===== config.mk =====
export PLATFORM = sky130hd
export DESIGN_NAME = apb2axi_cpl_queue
export DESIGN_NICKNAME = d
export VERILOG_FILES = /design/src/rtl/apb2axi_pkg.sv /design/src/rtl/apb2axi_rr_arb2.sv /design/src/rtl/apb2axi_cpl_queue.sv
export SDC_FILE = /design/constraint.sdc
export NUM_CORES = 1
export LEC_CHECK = 0
export CAP_MARGIN = 40
export CORE_MARGIN = 3
export CORE_UTILIZATION = 59
export DETAILED_ROUTE_END_ITERATION = 8
export PLACE_DENSITY = 0.86
export SETUP_SLACK_MARGIN = 0.2
export SYNTH_ARGS = -nofsm -noshare
export SYNTH_HDL_FRONTEND = slang
export SYNTH_SLANG_ARGS = --single-unit

===== constraint.sdc =====
create_clock -name pclk -period 5.8 [get_ports pclk]
set_input_delay 0.87 -clock pclk [delete_from_list [all_inputs] [get_ports pclk]]
set_output_delay 0.87 -clock pclk [all_outputs]
set_load 0.05 [all_outputs]

===== src/rtl/apb2axi_pkg.sv =====
// Shared types for the APB-to-AXI bridge: completion entries and source identifiers.
package apb2axi_pkg;

    localparam int TAG_W        = 4;
    localparam int BEAT_W       = 8;
    localparam int CQ_DEPTH_DEF = 4;

    typedef struct packed {
        logic [TAG_W-1:0]  tag;
        logic [1:0]        resp;
        logic [BEAT_W-1:0] num_beats;
        logic              error;
        logic [BEAT_W-1:0] err_beat_idx;
    } completion_entry_t;

    typedef enum logic {
        SRC_RD = 1'b0,
        SRC_WR = 1'b1
    } cq_src_e;

endpackage


===== src/rtl/apb2axi_rr_arb2.sv =====
// Two-requester round-robin arbiter; the grant history only moves on an accepted push.
module apb2axi_rr_arb2
    import apb2axi_pkg::*;
(
    input  logic       pclk,
    input  logic       presetn,
    input  logic [1:0] req,
    input  logic       push,
    output logic [1:0] gnt
);

    cq_src_e last_grant;

    always_comb begin
        gnt = 2'b00;
        case (req)
            2'b01:   gnt = 2'b01;
            2'b10:   gnt = 2'b10;
            2'b11:   gnt = (last_grant == SRC_WR) ? 2'b01 : 2'b10;
            default: gnt = 2'b00;
        endcase
    end

    // Reset history to WR so the read side wins the first tie.
    always_ff @(posedge pclk or negedge presetn) begin
        if (!presetn) begin
            last_grant <= SRC_WR;
        end else if (push) begin
            last_grant <= gnt[1] ? SRC_WR : SRC_RD;
        end
    end

endmodule


===== src/rtl/apb2axi_cpl_queue.sv =====
// Completion queue merging read and write response handlers into one ordered stream toward the directory.
module apb2axi_cpl_queue
    import apb2axi_pkg::*;
#(
    parameter  int CQ_DEPTH = CQ_DEPTH_DEF,
    localparam int CQ_PTR_W = $clog2(CQ_DEPTH)
) (
    input  logic              pclk,
    input  logic              presetn,
    input  logic              rd_cq_vld,
    input  completion_entry_t rd_cq_entry,
    output logic              rd_cq_rdy,
    input  logic              wr_cq_vld,
    input  completion_entry_t wr_cq_entry,
    output logic              wr_cq_rdy,
    output logic              cq_dir_cpl_vld,
    output completion_entry_t cq_dir_cpl_entry,
    input  logic              cq_dir_cpl_rdy,
    output logic [CQ_PTR_W:0] cq_count
);

    completion_entry_t   mem [CQ_DEPTH];
    logic [CQ_PTR_W-1:0] wr_ptr;
    logic [CQ_PTR_W-1:0] rd_ptr;
    logic [CQ_PTR_W:0]   count;

    logic              full;
    logic              empty;
    logic [1:0]        gnt;
    logic              push_rd;
    logic              push_wr;
    logic              push;
    logic              pop;
    completion_entry_t push_entry;

    assign full  = (count == (CQ_PTR_W+1)'(CQ_DEPTH));
    assign empty = (count == '0);

    apb2axi_rr_arb2 u_arb (
        .pclk    (pclk),
        .presetn (presetn),
        .req     ({wr_cq_vld, rd_cq_vld}),
        .push    (push),
        .gnt     (gnt)
    );

    // Ready is held low while in reset; full blocks both sources even when a pop is pending.
    assign rd_cq_rdy = presetn & ~full & gnt[0];
    assign wr_cq_rdy = presetn & ~full & gnt[1];

    assign push_rd    = rd_cq_vld & rd_cq_rdy;
    assign push_wr    = wr_cq_vld & wr_cq_rdy;
    assign push       = push_rd | push_wr;
    assign push_entry = push_wr ? wr_cq_entry : rd_cq_entry;

    assign cq_dir_cpl_vld   = ~empty;
    assign cq_dir_cpl_entry = mem[rd_ptr];
    assign pop              = cq_dir_cpl_vld & cq_dir_cpl_rdy;
    assign cq_count         = count;

    // Pointers rely on natural binary wrap, so CQ_DEPTH must be a power of two.
    always_ff @(posedge pclk or negedge presetn) begin
        if (!presetn) begin
            wr_ptr <= '0;
            rd_ptr <= '0;
            count  <= '0;
            for (int i = 0; i < CQ_DEPTH; i++) begin
                mem[i] <= '0;
            end
        end else begin
            if (push) begin
                mem[wr_ptr] <= push_entry;
                wr_ptr      <= wr_ptr + 1'b1;
            end
            if (pop) begin
                rd_ptr <= rd_ptr + 1'b1;
            end
            case ({push, pop})
                2'b10:   count <= count + 1'b1;
                2'b01:   count <= count - 1'b1;
                default: count <= count;
            endcase
        end
    end

endmodule


==> flow_metrics.tcl, run 1 <==
set metrics [dict create \
    max_freq_mhz 251 \
    clock_power_share 0.106 \
    nets 557 \
    slowest_stage "clkdlybuf4s50_1" \
    postSynthNetCount 520 \
    period_share 0.687 \
    postPlaceCellArea_um2 6220 \
    clock_path_buffers 2 \
    start_util 0.612 \
    grt_pass1_wl_um 24900 \
    chipHeight_um 101 \
    clk_pin_slew_ns 0.09 \
    status "complete, no violations" \
    relSlewSlack 0.409 \
    total_power_mw 4.25 \
    hold_viol_final 0 \
    path_class "in -> out" \
    avgSynthCellArea_um2 11.6 \
    ir_drop_uv 596 \
    synth-seq-cells 100 \
    cp_data_required_time_ns 4.93 \
    first_global_vias 4778 \
    layout_min_cycle_time_ns 3.99 \
    syn_to_final_growth_pct 19.5 \
    fin_ws_ns 1.81 \
    cp_max_fo 24 \
    finalInstanceArea_um2 6410 \
    cp_top_family "buffers and inverters" \
    synth_cell_types 33 \
    worst_slew_pin_slew_ns 0.887 \
    leakagePower_nw 2.28 \
    antenna_found_initial 0 \
    intPower_mw 2.26 \
    wl_um 15200 \
    core-area_um2 8760 \
    io_buffer_count 79 \
    grtUsageTotal 0.309 \
    crit_chain "clkdlybuf4s50_1 -> a21bo_1 -> nor3_1 -> clkdlybuf4s50_1" \
    netSwitchingPower_mw 1.99 \
    cts_hold_buffers 0 \
    num_rows 34 \
    comb_power_share 0.588 \
    dp_hpwl_um 9040 \
    crit_path_start_kind "input port" \
    hp-class "in -> async" \
    cts_buffers 9 \
    crit_buf_inv 2 \
    synth_area_um2 5370 \
    routed_via_density 7.84 \
    ys_warn_count 0 \
    drtPass1Iterations 5 \
    grt_max_degree 96 \
    slew_violations 0 \
    ios 80 \
    place.gp.congestion 0.773 \
    stdcell_count 613 \
    end_kind "output port" \
    wl_per_cell_um 24.8 \
    dr_total_vias 4803 \
    cts-htree-levels 3 \
    post_cts_resized 0 \
    place_inst 597 \
    critPathMostFrequentCell "clkdlybuf4s50_1" \
    grt_setup_unrepaired "false" \
    fin_tns_setup_ns 0 \
    synth-seq-area-share 0.467 \
    slowest_delay_ns 0.86 \
    swShare 0.468 \
    cts_setup_buffers 0 \
    cts_sinks 100 \
    cts_root_buffer "clkbuf_8" \
    setup_viol 0 \
    cts_tree "built" \
    pre_cts_slack_ns 1.82 \
    drc 0 \
    grt-ovfl-total 0 \
    worstSkewPairLatency_ns 0.37 \
    n_antenna_cell 0 \
    syn_inst 463 \
    die_area_um2 10300 \
    die_x_um 101 \
    drive_above_1_share 0.127 \
    p_seq_frac 0.306 \
    drtAntennaViolNets 0 \
    skew_ns 0.00831 \
    drtIter0Drc 487 \
    powerDensity_nw_per_um2 663 \
    drv_cap 0 \
    cp_data_arrival_time_ns 3.12 \
]
-- cell families (layout without fill, tap and decap cells) --
family          after synthesis  after routing  share of synthesized area
fa+ha+maj                     6              6                     0.0154
mux                          25             25                      0.100
xor+xnor                      6              6                    0.00979
compound gates              212            212                      0.297
buf+inv                      78            120                     0.0667
flops                       100            100                      0.467
simple gates                 36             36                     0.0443
-- power groups by stage --
| stage | Clock (mW) | Combinational [mW] | Sequential, mW |
|---|---|---|---|
| finish | 0.452 | 2.50 | 1.30 |
| CTS | 0.452 | 2.49 | 1.30 |
| floorplan | 0 | 1.77 | 1.24 |
| global placement | 0 | 2.33 | 1.30 |
| global route | 0.486 | 2.64 | 1.34 |
| detailed placement | 0 | 2.48 | 1.30 |
-- per-stage QoR --
step / util / hold WS (ns)
2_1_floorplan: - / 0.498
3_3_place_gp: 0.691 / 0.520
3_5_place_dp: 0.710 / 0.538
4_1_cts: 0.732 / 0.410
5_1_grt: 0.732 / 0.419
6_report: 0.732 / 0.411
-- area by class of cell --
cell class                 instances  area [um2]
clock buffer                      12         145
sequential                       100        2500
multi-input combinational        285        2520
fill                             592        2350
clock inverter                     4        50.0
inverter                           7        26.3
tap                              108         135
timing repair buffer              97        1030
-- sequential cells by signal, indices dropped and copies added, names as in the netlist --
signal,count
rd_ptr,2
cq_count,3
mem,92
wr_ptr,2
u_arb.last_grant,1
-- worst register-to-register path, cell delays in order, from the launching register on --
cell and delay (ns):
dfrtp_1 0.49, or3b_4 0.55, nand3_1 0.26, ha_1 0.24
inv_1 0.06, fa_1 0.37, xor2_1 0.15, nor2_1 0.12
xor2_1 0.17
-- cell usage in the layout, fill, tap and decap left out, drive strengths merged, types with 2 or more instances in the layout --
master,n
a41oi,92
clkinvlp,2
ha,5
nand4,23
o31ai,23
inv,7
clkdlybuf4s50,78
and4,4
clkbuf,12
buf,19
xnor2,3
mux4,23
a31oi,92
xor2,3
dfrtp,99
nor3,2
-- synthesized netlist by cell type (all sizes together) --
library cell  number  share of area
a21boi             1         0.0014
a21o               1         0.0014
dfstp              1         0.0049
buf               28          0.032
a41oi             92           0.15
or2                1         0.0012
o21ai              1        0.00093
mux2i              1         0.0019
nor3b              1         0.0023
nand3              1        0.00093
nand2              1        0.00070
a31oi             92           0.11
dfrtp             99           0.46
fa                 1         0.0037
clkbuf            43          0.030
or3                1         0.0012
xor2               3         0.0049
nand4             23          0.027
a21bo              1         0.0019
o31ai             23          0.032
nor2               1        0.00070
xnor2              3         0.0049
mux2               1         0.0021
nor3               2         0.0019
and4               4         0.0070
ha                 5          0.012
mux4              23          0.097
inv                7         0.0049
o31a               1         0.0016
or3b               1         0.0016
-- path summary, 6_finish.rpt --
check	cells past startpoint	from	end	slack, ns
worst min register to register	1	u_arb.last_grant$_DFFE_PN1P_	u_arb.last_grant$_DFFE_PN1P_	0.55
worst max register to register	8	cq_count[0]$_DFFE_PN0P_	cq_count[2]$_DFFE_PN0P_	3.32
worst min-delay path	1	presetn	mem[27]$_DFFE_PN0P_	0.41
max in group asynchronous	2	presetn	mem[46]$_DFFE_PN0P_	4.37
min in group pclk	1	u_arb.last_grant$_DFFE_PN1P_	u_arb.last_grant$_DFFE_PN1P_	0.55
worst max-delay path	4	wr_cq_vld	wr_cq_rdy	1.81
-- routing by layer --
| layer | wire length (um) | vias to the layer above | global-route usage |
|---|---|---|---|
| met5 | 0 | - | 0 |
| met4 | 480 | 0 | 0.116 |
| met3 | 1640 | 49 | 0.0730 |
| met2 | 7300 | 332 | 0.474 |
| met1 | 5770 | 2353 | 0.433 |
| li1 | - | 2069 | - |
Power figures use the tool's default switching activity.
==> run 2, diff against run 1 <==
- CORE_UTILIZATION: 59 -> 55
- PLACE_DENSITY: 0.86 -> 0.81
- clock period: 5.8 -> 3.87 ns (I/O delays scaled with it)
==> flow_metrics.tcl, run 2 (synthesized netlist as in run 1, its figures left out) <==
set metrics [dict create \
    hp-class "in -> async" \
    antenna_found_initial 0 \
    die_area_um2 11000 \
    routed_via_density 7.61 \
    drtIter0Drc 454 \
    postPlaceCellArea_um2 6150 \
    reg2reg_to "cq_count[2]$_DFFE_PN0P_" \
    post_cts_resized 0 \
    total_power_mw 6.26 \
    grt_max_degree 192 \
    status "complete, no violations" \
    dp_hpwl_um 9230 \
    clock_path_buffers 2 \
    cts_root_buffer "clkbuf_8" \
    start_util 0.573 \
    num_rows 35 \
    end_kind "output port" \
    hold_viol_final 0 \
    cp_max_fo 14 \
    syn_to_final_growth_pct 18.1 \
    groute.layer.met2.usage 0.430 \
    clock_power_share 0.104 \
    io_buffer_count 79 \
    core-area_um2 9370 \
    leakagePower_nw 2.24 \
    drtPass1Iterations 5 \
    path_class "reg -> out" \
    first_global_vias 4646 \
    cts_buffers 9 \
    drc 0 \
    r2r-start "cq_count[0]$_DFFE_PN0P_" \
    drv_cap 0 \
    powerDensity_nw_per_um2 988 \
    regMostFlops "mem" \
    slowest_stage "dfrtp_1" \
    setup_viol 0 \
    ios 80 \
    cp_data_required_time_ns 3.29 \
    layout_min_cycle_time_ns 3.12 \
    p_seq_frac 0.306 \
    grt_setup_unrepaired "false" \
    worstSkewPairLatency_ns 0.36 \
    slowest_delay_ns 0.73 \
    max_freq_mhz 320 \
    chipHeight_um 105 \
    cp_data_arrival_time_ns 2.54 \
    swShare 0.470 \
    ir_drop_uv 743 \
    drive_above_1_share 0.129 \
    final_common_cell "dfrtp_1" \
    crit_path_start_kind "flip-flop" \
    dr_total_vias 4826 \
    drtAntennaViolNets 0 \
    worst_slew_pin_slew_ns 0.813 \
    die_x_um 105 \
    fin_tns_setup_ns 0 \
    grt-ovfl-total 0 \
    crit_buf_inv 2 \
    largest_register_ffs 92 \
    cts-htree-levels 3 \
    cp_top_family "buffers and inverters" \
    skew_ns 0.0121 \
    wl_um 15200 \
    cts_setup_buffers 0 \
    clk_pin_slew_ns 0.10 \
    final_cell_mix "dfrtp_1 (98), a41oi_1 (92), a31oi_1 (92)" \
    crit_chain "buf_4 -> mux4_2 -> clkdlybuf4s50_1" \
    met1_usage 0.415 \
    relSlewSlack 0.458 \
    nets 557 \
    netSwitchingPower_mw 2.94 \
    cts_sinks 100 \
    finalInstanceArea_um2 6340 \
    cts_tree "built" \
    reg2reg_slack_ns 1.32 \
    rr_worst_depth 8 \
    n_antenna_cell 0 \
    comb_power_share 0.590 \
    period_share 0.806 \
    place.gp.congestion 0.780 \
    grt-busiest-layer "met2" \
    grtUsageTotal 0.281 \
    wl_per_cell_um 24.0 \
    intPower_mw 3.32 \
    use_met3 0.0426 \
    slew_violations 0 \
    cts_hold_buffers 0 \
    grt_pass1_wl_um 24800 \
]
## run 2: area by class of cell
cell class	count	area [um2]
Clock inverter	4	50.0
Clock buffer	12	135
Inverter	7	26.3
Fill cell	735	3030
Sequential cell	100	2500
Tap cell	129	161
Timing Repair Buffer	97	942
Multi-Input combinational cell	285	2520
## run 2: power groups by stage
stage / combinational (mW) / sequential (mW) / clock, mW
after floorplan: 2.65 / 1.85 / 0
after global placement: 3.62 / 1.89 / 0
after detailed placement: 3.68 / 1.92 / 0
after CTS: 3.69 / 1.91 / 0.655
after global routing: 3.92 / 1.97 / 0.697
final: 3.69 / 1.91 / 0.652
## run 2: how the worst max path moves through the flow
| stage | start | cells past startpoint | endpoint | slack (ns) |
|---|---|---|---|---|
| after floorplan | cq_count[0]$_DFFE_PN0P_ | 3 | wr_cq_rdy | 1.03 |
| after global placement | rd_cq_vld | 9 | cq_count[2]$_DFFE_PN0P_ | 1.01 |
| after detailed placement | rd_cq_vld | 9 | cq_count[2]$_DFFE_PN0P_ | 0.93 |
| after CTS | rd_ptr[0]$_DFFE_PN0P_ | 3 | cq_dir_cpl_entry[2] | 0.76 |
| after global routing | rd_ptr[0]$_DFFE_PN0P_ | 3 | cq_dir_cpl_entry[2] | 0.68 |
| final | rd_ptr[1]$_DFFE_PN0P_ | 3 | cq_dir_cpl_entry[2] | 0.75 |
## run 2: metal layers
metal  up-vias  share of wire
met4         0          0.020
met5         -              0
met3        35          0.094
li1       2066              -
met2       288           0.48
met1      2437           0.40
## run 2: metrics by stage
stage	std cells	utilization	hold WS [ns]	setup WS, ns
after floorplan	463	-	0.285	1.03
final	634	0.676	0.0873	0.750
after CTS	634	0.676	0.0803	0.757
after global placement	617	0.655	0.466	1.01
after detailed placement	618	0.656	0.470	0.926
after global routing	634	0.676	0.0841	0.683
==> run 3, diff against run 2 <==
- clock period: 3.87 -> 2.9 ns (I/O delays scaled with it)
==> flow_metrics.tcl, run 3 (synthesized netlist as in run 1, its figures left out) <==
set metrics [dict create \
    worst_slew_pin_slew_ns 0.760 \
    drive_above_1_share 0.163 \
    cts_buffers 9 \
    cp_top_family "flip-flops" \
    cts_root_buffer "clkbuf_8" \
    grt_setup_unrepaired "false" \
    drc 0 \
    clock_path_buffers 2 \
    fin_ws_ns 0.373 \
    crit_path_start_kind "flip-flop" \
    stdcell_count 638 \
    chipHeight_um 105 \
    drv_cap 0 \
    cts_setup_buffers 0 \
    drtAntennaViolNets 0 \
    pre_cts_slack_ns 0.296 \
    cts_sinks 100 \
    hp-class "in -> async" \
    grtUsageTotal 0.285 \
    wl_per_cell_um 24.2 \
    ir_drop_uv 1140 \
    final_cell_mix "dfrtp_1 (98), a41oi_1 (92), a31oi_1 (92)" \
    worstSkewPairLatency_ns 0.37 \
    regMostFlops "mem" \
    end_kind "output port" \
    syn_to_final_growth_pct 18.8 \
    die_area_um2 11000 \
    grt_max_degree 138 \
    powerDensity_nw_per_um2 1290 \
    die_x_um 105 \
    num-fill-cells 736 \
    num_rows 35 \
    routed_via_density 7.55 \
    total_power_mw 8.23 \
    wl_um 15400 \
    postPlaceCellArea_um2 6180 \
    hold_ws_ns 0.473 \
    path_class "reg -> out" \
    hold_viol_final 0 \
    cts-htree-levels 3 \
    drtPass1Iterations 4 \
    final_common_cell "dfrtp_1" \
    reg2reg_to "mem[77]$_DFFE_PN0P_" \
    slowest_stage "dfrtp_4" \
    place.gp.congestion 0.823 \
    critPathMostFrequentCell "buf_4" \
    max_freq_mhz 396 \
    largest_register_ffs 92 \
    core-area_um2 9370 \
    place_inst 621 \
    cts_tree "built" \
    setup_viol 0 \
    grt_pass1_wl_um 25100 \
    status "complete, no violations" \
    r2r-start "cq_count[0]$_DFFE_PN0P_" \
    clk_pin_slew_ns 0.11 \
    layout_min_cycle_time_ns 2.53 \
    crit_buf_inv 2 \
    cp_max_fo 14 \
    finalInstanceArea_um2 6370 \
    fin_tns_setup_ns 0 \
    dp_hpwl_um 9210 \
    crit_chain "buf_4 -> mux4_2 -> buf_4" \
    reg2reg_slack_ns 0.57 \
    fin_util 0.680 \
    antenna_found_initial 0 \
    nets 561 \
    cp_data_required_time_ns 2.47 \
    relSlewSlack 0.493 \
    grt-ovfl-total 0 \
    period_share 0.871 \
    skew_ns 0.0145 \
    ios 80 \
    slowest_delay_ns 0.62 \
    slew_violations 0 \
    io_buffer_count 79 \
    dr_total_vias 4816 \
    first_global_vias 4686 \
    rr_worst_depth 5 \
    drtIter0Drc 406 \
    start_util 0.573 \
    n_antenna_cell 0 \
    leakagePower_nw 2.31 \
    cp_data_arrival_time_ns 2.09 \
]
run 3: worst register-to-register path: stages, from the launching register on:
cell,delay [ns]
dfrtp_1,0.52
or3b_4,0.21
buf_4,0.59
and4_1,0.56
buf_4,0.22
a31oi_1,0.08
run 3: metal layers:
layer | GRT usage | part of all wire
met1 | 0.404 | 0.40
met2 | 0.451 | 0.48
met3 | 0.0439 | 0.099
met4 | 0.101 | 0.022
met5 | 0 | 0
run 3: cell type report:
class / count / area (um2) / share of cell area
Clock buffer: 11 / 141 / 0.0222
Clock inverter: 5 / 37.5 / 0.00589
Inverter: 7 / 26.3 / 0.00412
Multi-Input combinational cell: 285 / 2520 / 0.395
Sequential cell: 100 / 2510 / 0.393
Tap cell: 129 / 161 / 0.0253
Timing Repair Buffer: 101 / 983 / 0.154
run 3: worst max-delay path by stage:
stage,startpoint,to,slack [ns],cells after the start
global placement,rd_cq_vld,cq_count[2]$_DFFE_PN0P_,0.38,9
finish,rd_ptr[0]$_DFFE_PN0P_,cq_dir_cpl_entry[7],0.37,3
global route,rd_ptr[0]$_DFFE_PN0P_,cq_dir_cpl_entry[7],0.30,3
detailed placement,rd_cq_vld,cq_count[2]$_DFFE_PN0P_,0.30,9
CTS,rd_ptr[0]$_DFFE_PN0P_,cq_dir_cpl_entry[13],0.20,2
floorplan,cq_count[0]$_DFFE_PN0P_,wr_cq_rdy,0.21,3
run 3: power by group:
part	internal, mW	total (mW)	switching (mW)
combinational	1.82	4.82	2.99
sequential	2.11	2.59	0.478
clock	0.338	0.828	0.491
total	4.27	8.23	3.96
run 3: timing repair:
| action | 4_1_cts | 5_1_grt |
|---|---|---|
| endpoints found under the setup margin | 10 | 3 |
| hold buffers | 1 | 0 |
| resized for setup | 8 | 3 |
| endpoints found under the hold margin | 9 | 0 |
